==> src/rtl/game_display_bridge.sv <==
// Glue between game core, board buttons and VGA controller: button conditioning,
// a pausable speed-selectable game tick, and a frame-synchronised snapshot buffer.
module game_display_bridge #(
  parameter int NUM_BTN         = 5,
  parameter int PAUSE_IDX       = 4,
  parameter int DEBOUNCE_CYCLES = 250000,
  parameter int TICK_DIV        = 5000000,
  parameter int STATE_W         = 160,
  parameter int DROP_W          = 8
) (
  input  logic               clk,
  input  logic               reset,
  input  logic [NUM_BTN-1:0] btn_raw,
  output logic [NUM_BTN-1:0] btn_level,
  output logic [NUM_BTN-1:0] btn_pulse,
  output logic               paused,
  input  logic [1:0]         speed_sel,
  output logic               game_tick,
  input  logic               upd_valid,
  output logic               upd_ready,
  input  logic [STATE_W-1:0] upd_state,
  input  logic               frame_start,
  output logic [STATE_W-1:0] disp_state,
  output logic               disp_valid,
  output logic [DROP_W-1:0]  drop_count
);

  localparam int DB_W = (DEBOUNCE_CYCLES > 1) ? $clog2(DEBOUNCE_CYCLES) : 1;
  localparam int TK_W = $clog2(TICK_DIV);
  localparam logic [DB_W-1:0] DB_LAST = DB_W'(DEBOUNCE_CYCLES - 1);

  typedef enum logic {S_EMPTY, S_PENDING} snap_state_t;

  logic [NUM_BTN-1:0] sync1_q, sync2_q;
  logic [NUM_BTN-1:0] stable_q, stable_d, stable_dly_q;
  logic [NUM_BTN-1:0] pulse_q;
  logic [DB_W-1:0]    db_cnt_q [NUM_BTN];
  logic [DB_W-1:0]    db_cnt_d [NUM_BTN];
  logic               paused_q, upd_ready_q;
  logic [TK_W-1:0]    tick_cnt_q, tick_cnt_d, tick_limit;
  logic               tick;

  snap_state_t        state_q, state_d;
  logic [STATE_W-1:0] pending_q, pending_d, disp_q, disp_d;
  logic               disp_valid_q, disp_valid_d;
  logic [DROP_W-1:0]  drop_q, drop_d;
  logic               xfer;

  // Debounce: a level change is accepted only after DEBOUNCE_CYCLES
  // consecutive synced samples that disagree with the stable level.
  always_comb begin
    for (int unsigned i = 0; i < NUM_BTN; i++) begin
      stable_d[i] = stable_q[i];
      db_cnt_d[i] = '0;
      if (sync2_q[i] != stable_q[i]) begin
        if (db_cnt_q[i] == DB_LAST) stable_d[i] = sync2_q[i];
        else                        db_cnt_d[i] = db_cnt_q[i] + DB_W'(1);
      end
    end
  end

  // >= rather than == lets a shorter period take effect without overrun.
  assign tick_limit = TK_W'((TICK_DIV >> speed_sel) - 1);
  assign tick       = ~paused_q & (tick_cnt_q >= tick_limit);

  always_comb begin
    tick_cnt_d = tick_cnt_q;
    if (!paused_q) tick_cnt_d = tick ? '0 : tick_cnt_q + TK_W'(1);
  end

  always_ff @(posedge clk or negedge reset) begin
    if (!reset) begin
      sync1_q      <= '0;
      sync2_q      <= '0;
      stable_q     <= '0;
      stable_dly_q <= '0;
      pulse_q      <= '0;
      paused_q     <= 1'b0;
      upd_ready_q  <= 1'b0;
      tick_cnt_q   <= '0;
      for (int unsigned i = 0; i < NUM_BTN; i++) db_cnt_q[i] <= '0;
    end else begin
      sync1_q      <= btn_raw;
      sync2_q      <= sync1_q;
      stable_q     <= stable_d;
      stable_dly_q <= stable_q;
      pulse_q      <= stable_q & ~stable_dly_q;
      paused_q     <= paused_q ^ pulse_q[PAUSE_IDX];
      upd_ready_q  <= ~paused_q;
      tick_cnt_q   <= tick_cnt_d;
      for (int unsigned i = 0; i < NUM_BTN; i++) db_cnt_q[i] <= db_cnt_d[i];
    end
  end

  assign xfer = upd_valid & upd_ready_q;

  // Snapshot buffer: state register
  always_ff @(posedge clk or negedge reset) begin
    if (!reset) begin
      state_q      <= S_EMPTY;
      pending_q    <= '0;
      disp_q       <= '0;
      disp_valid_q <= 1'b0;
      drop_q       <= '0;
    end else begin
      state_q      <= state_d;
      pending_q    <= pending_d;
      disp_q       <= disp_d;
      disp_valid_q <= disp_valid_d;
      drop_q       <= drop_d;
    end
  end

  // Snapshot buffer: next state
  always_comb begin
    state_d = state_q;
    case (state_q)
      S_EMPTY:   if (xfer) state_d = S_PENDING;
      S_PENDING: if (frame_start && !xfer) state_d = S_EMPTY;
      default:   state_d = S_EMPTY;
    endcase
  end

  // Snapshot buffer: datapath; a transfer with frame_start in EMPTY only
  // fills pending, so it shows at the following frame.
  always_comb begin
    pending_d    = pending_q;
    disp_d       = disp_q;
    disp_valid_d = disp_valid_q;
    drop_d       = drop_q;
    if (xfer) pending_d = upd_state;
    if (state_q == S_PENDING) begin
      if (frame_start) begin
        disp_d       = pending_q;
        disp_valid_d = 1'b1;
      end else if (xfer && drop_q != '1) begin
        drop_d = drop_q + DROP_W'(1);
      end
    end
  end

  assign btn_level  = stable_q;
  assign btn_pulse  = pulse_q;
  assign paused     = paused_q;
  assign upd_ready  = upd_ready_q;
  assign game_tick  = tick;
  assign disp_state = disp_q;
  assign disp_valid = disp_valid_q;
  assign drop_count = drop_q;

endmodule

==> config.mk <==
export PLATFORM = sky130hd
export DESIGN_NAME = game_display_bridge
export DESIGN_NICKNAME = d
export VERILOG_FILES = /design/src/rtl/game_display_bridge.sv
export SDC_FILE = /design/constraint.sdc
export NUM_CORES = 1
export LEC_CHECK = 0
export BUFFER_PORTS_ARGS = -buffer_cell sky130_fd_sc_hd__buf_2
export CAP_MARGIN = 20
export CORE_UTILIZATION = 55
export DETAILED_ROUTE_END_ITERATION = 12
export PLACE_DENSITY = 0.79
export REMOVE_ABC_BUFFERS = 1
export SLEW_MARGIN = 30
export SYNTH_ARGS = -nofsm -noshare
export SYNTH_HDL_FRONTEND = slang
export SYNTH_SLANG_ARGS = --single-unit
==> constraint.sdc <==
create_clock -name clk -period 3.22 [get_ports clk]
set_input_delay 0.322 -clock clk [delete_from_list [all_inputs] [get_ports clk]]
set_output_delay 0.322 -clock clk [all_outputs]
set_load 0.01 [all_outputs]
# Yosys cells after proc, flatten, opt, wreduce, memory -nomap -nowiden
# Index checks and enable logic that the tools add are counted.
# word_totals
ff_bits	470
latch_bits	0
ram_bits	0
rom_bits	0
in_bits	171
out_inout_bits	182
elab_cells	75
n_memories	0
# op_classes
addsub	8
multipliers	0
div_mod_pow	0
n_lt_le_gt_ge	1
eq_ne	11
shift	1
mux	14
bitwise	8
n_reduce_logical	10
# ops
cell	n
2-to-1 mux 18 bit	10
adder 18 x 1 -> 18 bit (second input constant)	5
equality test 18 bit (second input constant)	5
adder 23 x 1 -> 23 bit (second input constant)	1
greater-or-equal comparator 23 bit	1
2-to-1 mux 23 bit	1
right shift 23 x 2 -> 23 bit (first input constant)	1
subtractor 23 x 2 -> 23 bit (second input constant)	1
AND reduction 2 bit	6
adder 8 x 1 -> 8 bit (second input constant)	1
inequality test 8 bit (second input constant)	1
AND 5 bit	1
inequality test 1 bit	5
NOT 5 bit	1
NOT 1 bit	3
AND reduction 3 bit	1
AND 1 bit	2
logical AND 1 bit	2
2-to-1 mux 1 bit	2
case mux 1 bit (2 select lines)	1
zero test 1 bit	1
bitwise XOR 1 bit	1

# Logic depth before layout (Yosys ltp)
# depth
depth_word	5
mapped_depth	14
ltp_nobuf	13

# Least setup slack after synthesis
# OpenSTA, ideal clock, no wires.
# synth_timing
kind	input port to output port
from	input speed_sel[0]
to	output game_tick
t_arrival_ns	2.460
required_time_ns	2.898
slack_ns	0.438
cell_stages	13
cell_sequence	inv_1 -> ha_1 -> nor2_1 -> nand4_1 -> xnor2_1 -> nor2_1 -> ha_1 -> nand4_1 -> nor2_1 -> o31ai_1 -> a2111o_1 -> a21oi_2 -> buf_6
# synth_via
elab_chain_cells	4
# synth_rtl
item	line	rtl
start, declared	17	input logic [1:0] speed_sel,
right shift 23 x 2 -> 23 bit	63	assign tick_limit = TK_W'((TICK_DIV >> speed_sel) - 1);
subtractor 23 x 2 -> 23 bit	63	
greater-or-equal comparator 23 bit	64	assign tick = ~paused_q & (tick_cnt_q >= tick_limit);
AND 1 bit	64	
end, declared	18	output logic game_tick,
# No other way between the ends.

# Worst setup path after layout
# layout_timing
from	input speed_sel[1]
to	output game_tick
# Same word-level chain as after synthesis.

==> results.yml <==
grt:
  grt_pass1_wl_mm: 69.0
  overflow: 0
  grt_pass1_vias: 13400
  grt_max_degree: 96
  antenna_found_initial: 1
  grt_usage_pct: 24.5
synth:
  synthTopCellsByArea: "dfrtp_1 62%, mux2_2 19%, nor2_1 2.8%, xor2_1 2.6%, xnor2_1 2.4%"
  synth_edf_count: 0
  synth_top_area_share_pct: 62.2
  yosysTopAreaCell: "dfrtp_1"
  synthesis.area_um2: 18900
  syn_avg_cell_area_um2: 13.7
  seq_area_frac_synth_pct: 62.2
  synth_flop_cell: "dfrtp_1"
  yosysMostFrequentCell: "dfrtp_1"
  synth_warnings: 0
  async_reset_ff_share_pct: 100
  synthCells: 1382
  synth_seq_cells: 470
  synth.distinct_cells: 38
  synthTopCellsByCount: "470 x dfrtp_1, 326 x mux2_2, 141 x nor2_1"
pwr:
  comb_power_share_pct: 14.8
  p_switching_mw: 3.72
  pwr-share-seq_pct: 48.3
  p_int_mw: 10.8
  p_clk_share_pct: 36.9
  powerDensity_nw_per_um2: 593
  p_sw_share_pct: 25.7
  leakage_nw: 11.3
  peakVddDrop_uv: 604
detailed_routing:
  ant_nets: 0
  vias: 12600
  dr.pass1.iters: 4
  finalWirelength_mm: 42.3
  wl_per_cell_um: 17.6
  dr.first_iter.drc_count: 573
  drc: 0
  vias_per_cell: 5.24
place:
  port_buffers: 352
  place_inst: 2147
  place_congestion: 0.855
  place_area_um2: 21300
  preCtsSetupSlack_ns: 0.0168
  hpwl_mm: 25.5
sta:
  setup_viol: 0
  fin_skew_ns: 0.0129
  relSlewSlack_pct: 47.2
  rsz0062_at_grt: "false"
  finalCritPeriodShare_pct: 93.3
  finalSetupTns_ns: 0
  max_freq_ghz: 0.333
  maxSlewViolCount: 0
  whs_ns: 0.0209
  layout_setup_ws_ns: 0.216
  hold_viol: 0
  period_minus_slack_ns: 3.00
  worst_pin_slew_ns: 0.784
setup_path:
  cp.required_ns: 2.90
  arrival_ns: 2.68
  slowest_delay_ns: 0.49
  critical_path.slowest_cell: "a2111o_1"
  path_buf_inv: 3
  path_max_fanout: 7
  worstSetupStartpointType: "input pin"
  path_cells: "clkbuf_4, inv_4, ha_4, nor2_1, nand4_1, xnor2_1, nor2_1, ha_1, nand4_1, nor2_1, o31ai_1, a2111o_1, a21oi_2, buf_2"
  end_kind: "primary output"
  crit_top_cell: "nor2_1"
  worstSetupPathType: "in2out"
  critical_path.top_delay_family: "compound AO/OA/AOI/OAI gates"
clock_network:
  clk_latency_ns: 0.55
  clk_path_buf_depth: 3
  cts.htree.levels: 2
  clock_sinks: 470
  path_clk_slew_ns: 0.06
  cts_buffers: 47
  cts_tree: "done"
  clock-root-buffer: "clkbuf_16"
finish:
  n_fill_cell: 2226
  fin_area_um2: 24400
  drive_above_1_share_pct: 40.1
  fin_nets: 2117
  layout.cells.non_filler: 2399
  area_growth_pct: 29.2
floorplanning:
  die_x_um: 187
  coreArea_um2: 33700
  ios: 353
  start_util_pct: 56.1
  row_count: 67
  die_h_um: 187
  dieArea_um2: 35100
worst_hold_path:
  hp-class: "in2reg"
outcome:
  outcome: "finished clean"
run:
  drv_cap: 0
[per-layer routing]
| layer | vias up | part of all wire (%) | global-route usage [%] |
|---|---|---|---|
| met5 | - | 0 | 0 |
| met4 | 0 | 4.5 | 11.6 |
| met3 | 124 | 5.0 | 5.44 |
| met2 | 316 | 51 | 42.3 |
| met1 | 6304 | 39 | 29.2 |
| li1 | 5818 | - | - |
[what timing repair did]
action | CTS | global route
gates resized for setup | 0 | 6
setup endpoints to repair | 0 | 1
hold endpoints to repair | 245 | 0
hold buffers | 161 | 0
setup buffers | 0 | 3
[power groups by stage]
stage | sequential, mW | clock, mW | combinational [mW]
after floorplan | 7.21 | 0 | 0.895
after global placement | 7.00 | 0 | 1.89
after detailed placement | 7.05 | 0 | 1.95
after CTS | 6.96 | 5.45 | 2.12
after global routing | 7.07 | 5.69 | 2.31
final | 6.99 | 5.35 | 2.14
[stage by stage]
stage | util, % | power (mW)
3_3_place_gp | 63.1 | 8.89
3_5_place_dp | 63.1 | 9.00
6_report | 72.5 | 14.5
5_1_grt | 72.5 | 15.1
2_1_floorplan | - | 8.10
4_1_cts | 72.4 | 14.5
[path summary, 6_finish.rpt]
path	startpoint	to	slack, ns	depth (start not counted)
setup / recovery	speed_sel[1]	game_tick	0.22	14
hold / removal	upd_state[19]	pending_q[19]	0.02	2
setup reg to reg	tick_cnt_q[22]	tick_cnt_q[3]	0.82	8
hold reg to reg	sync1_q[4]	sync2_q[4]	0.35	0
max in group asynchronous	reset	tick_cnt_q[16]	1.88	3
min in group asynchronous	reset	drop_count[2]	0.39	2
[state kept, by name, indices dropped and copies added (netlist names)]
register	cells
btn_level	5
btn_pulse	5
db_cnt_q	90
disp_state	160
disp_valid	1
drop_count	8
paused	1
pending_q	160
stable_dly_q	5
state_q	1
sync1_q	5
sync2_q	5
tick_cnt_q	23
upd_ready	1
[cell families after synthesis]
| group | share of synthesized area [%] |
|---|---|
| flip-flops | 62.2 |
| AND/OR/NAND/NOR | 8.50 |
| multiplexers | 19.4 |
| XOR/XNOR | 5.00 |
| buffers and inverters | 1.59 |
| adder cells (fa/ha/maj) | 2.25 |
| AO/OA/AOI/OAI | 1.10 |
[placed cells by master (no fill, tap or decap), types with 3 or more instances in the layout]
cell type,n
dfrtp_1,470
buf_2,350
mux2_2,326
dlygate4sd3_1,161
nor2_1,141
xor2_1,57
nand2_1,56
xnor2_1,51
clkbuf_16,47
nand3_1,40
ha_1,33
nand4_1,27
inv_1,24
and3_1,14
clkbuf_1,13
a21oi_1,12
clkbuf_8,12
nor4_1,10
nor2b_1,10
nor3_1,10
clkinv_2,10
buf_12,9
or2_2,6
o21ai_0,6
or3_1,6
buf_4,6
and4_1,5
nand2b_1,4
o22ai_1,4
nor4b_1,3
[layout make-up]
class / count / area, µm² / share of cell area, %
Sequential cell: 470 / 11800 / 48.1
Multi-Input combinational cell: 839 / 6890 / 28.2
Timing Repair Buffer: 528 / 3610 / 14.8
Clock buffer: 72 / 1390 / 5.69
Tap cell: 448 / 561 / 2.29
Clock inverter: 15 / 126 / 0.517
Inverter: 26 / 100 / 0.410
Antenna cell: 1 / 2.50 / 0.0102
(Power assumes the default switching activity.)
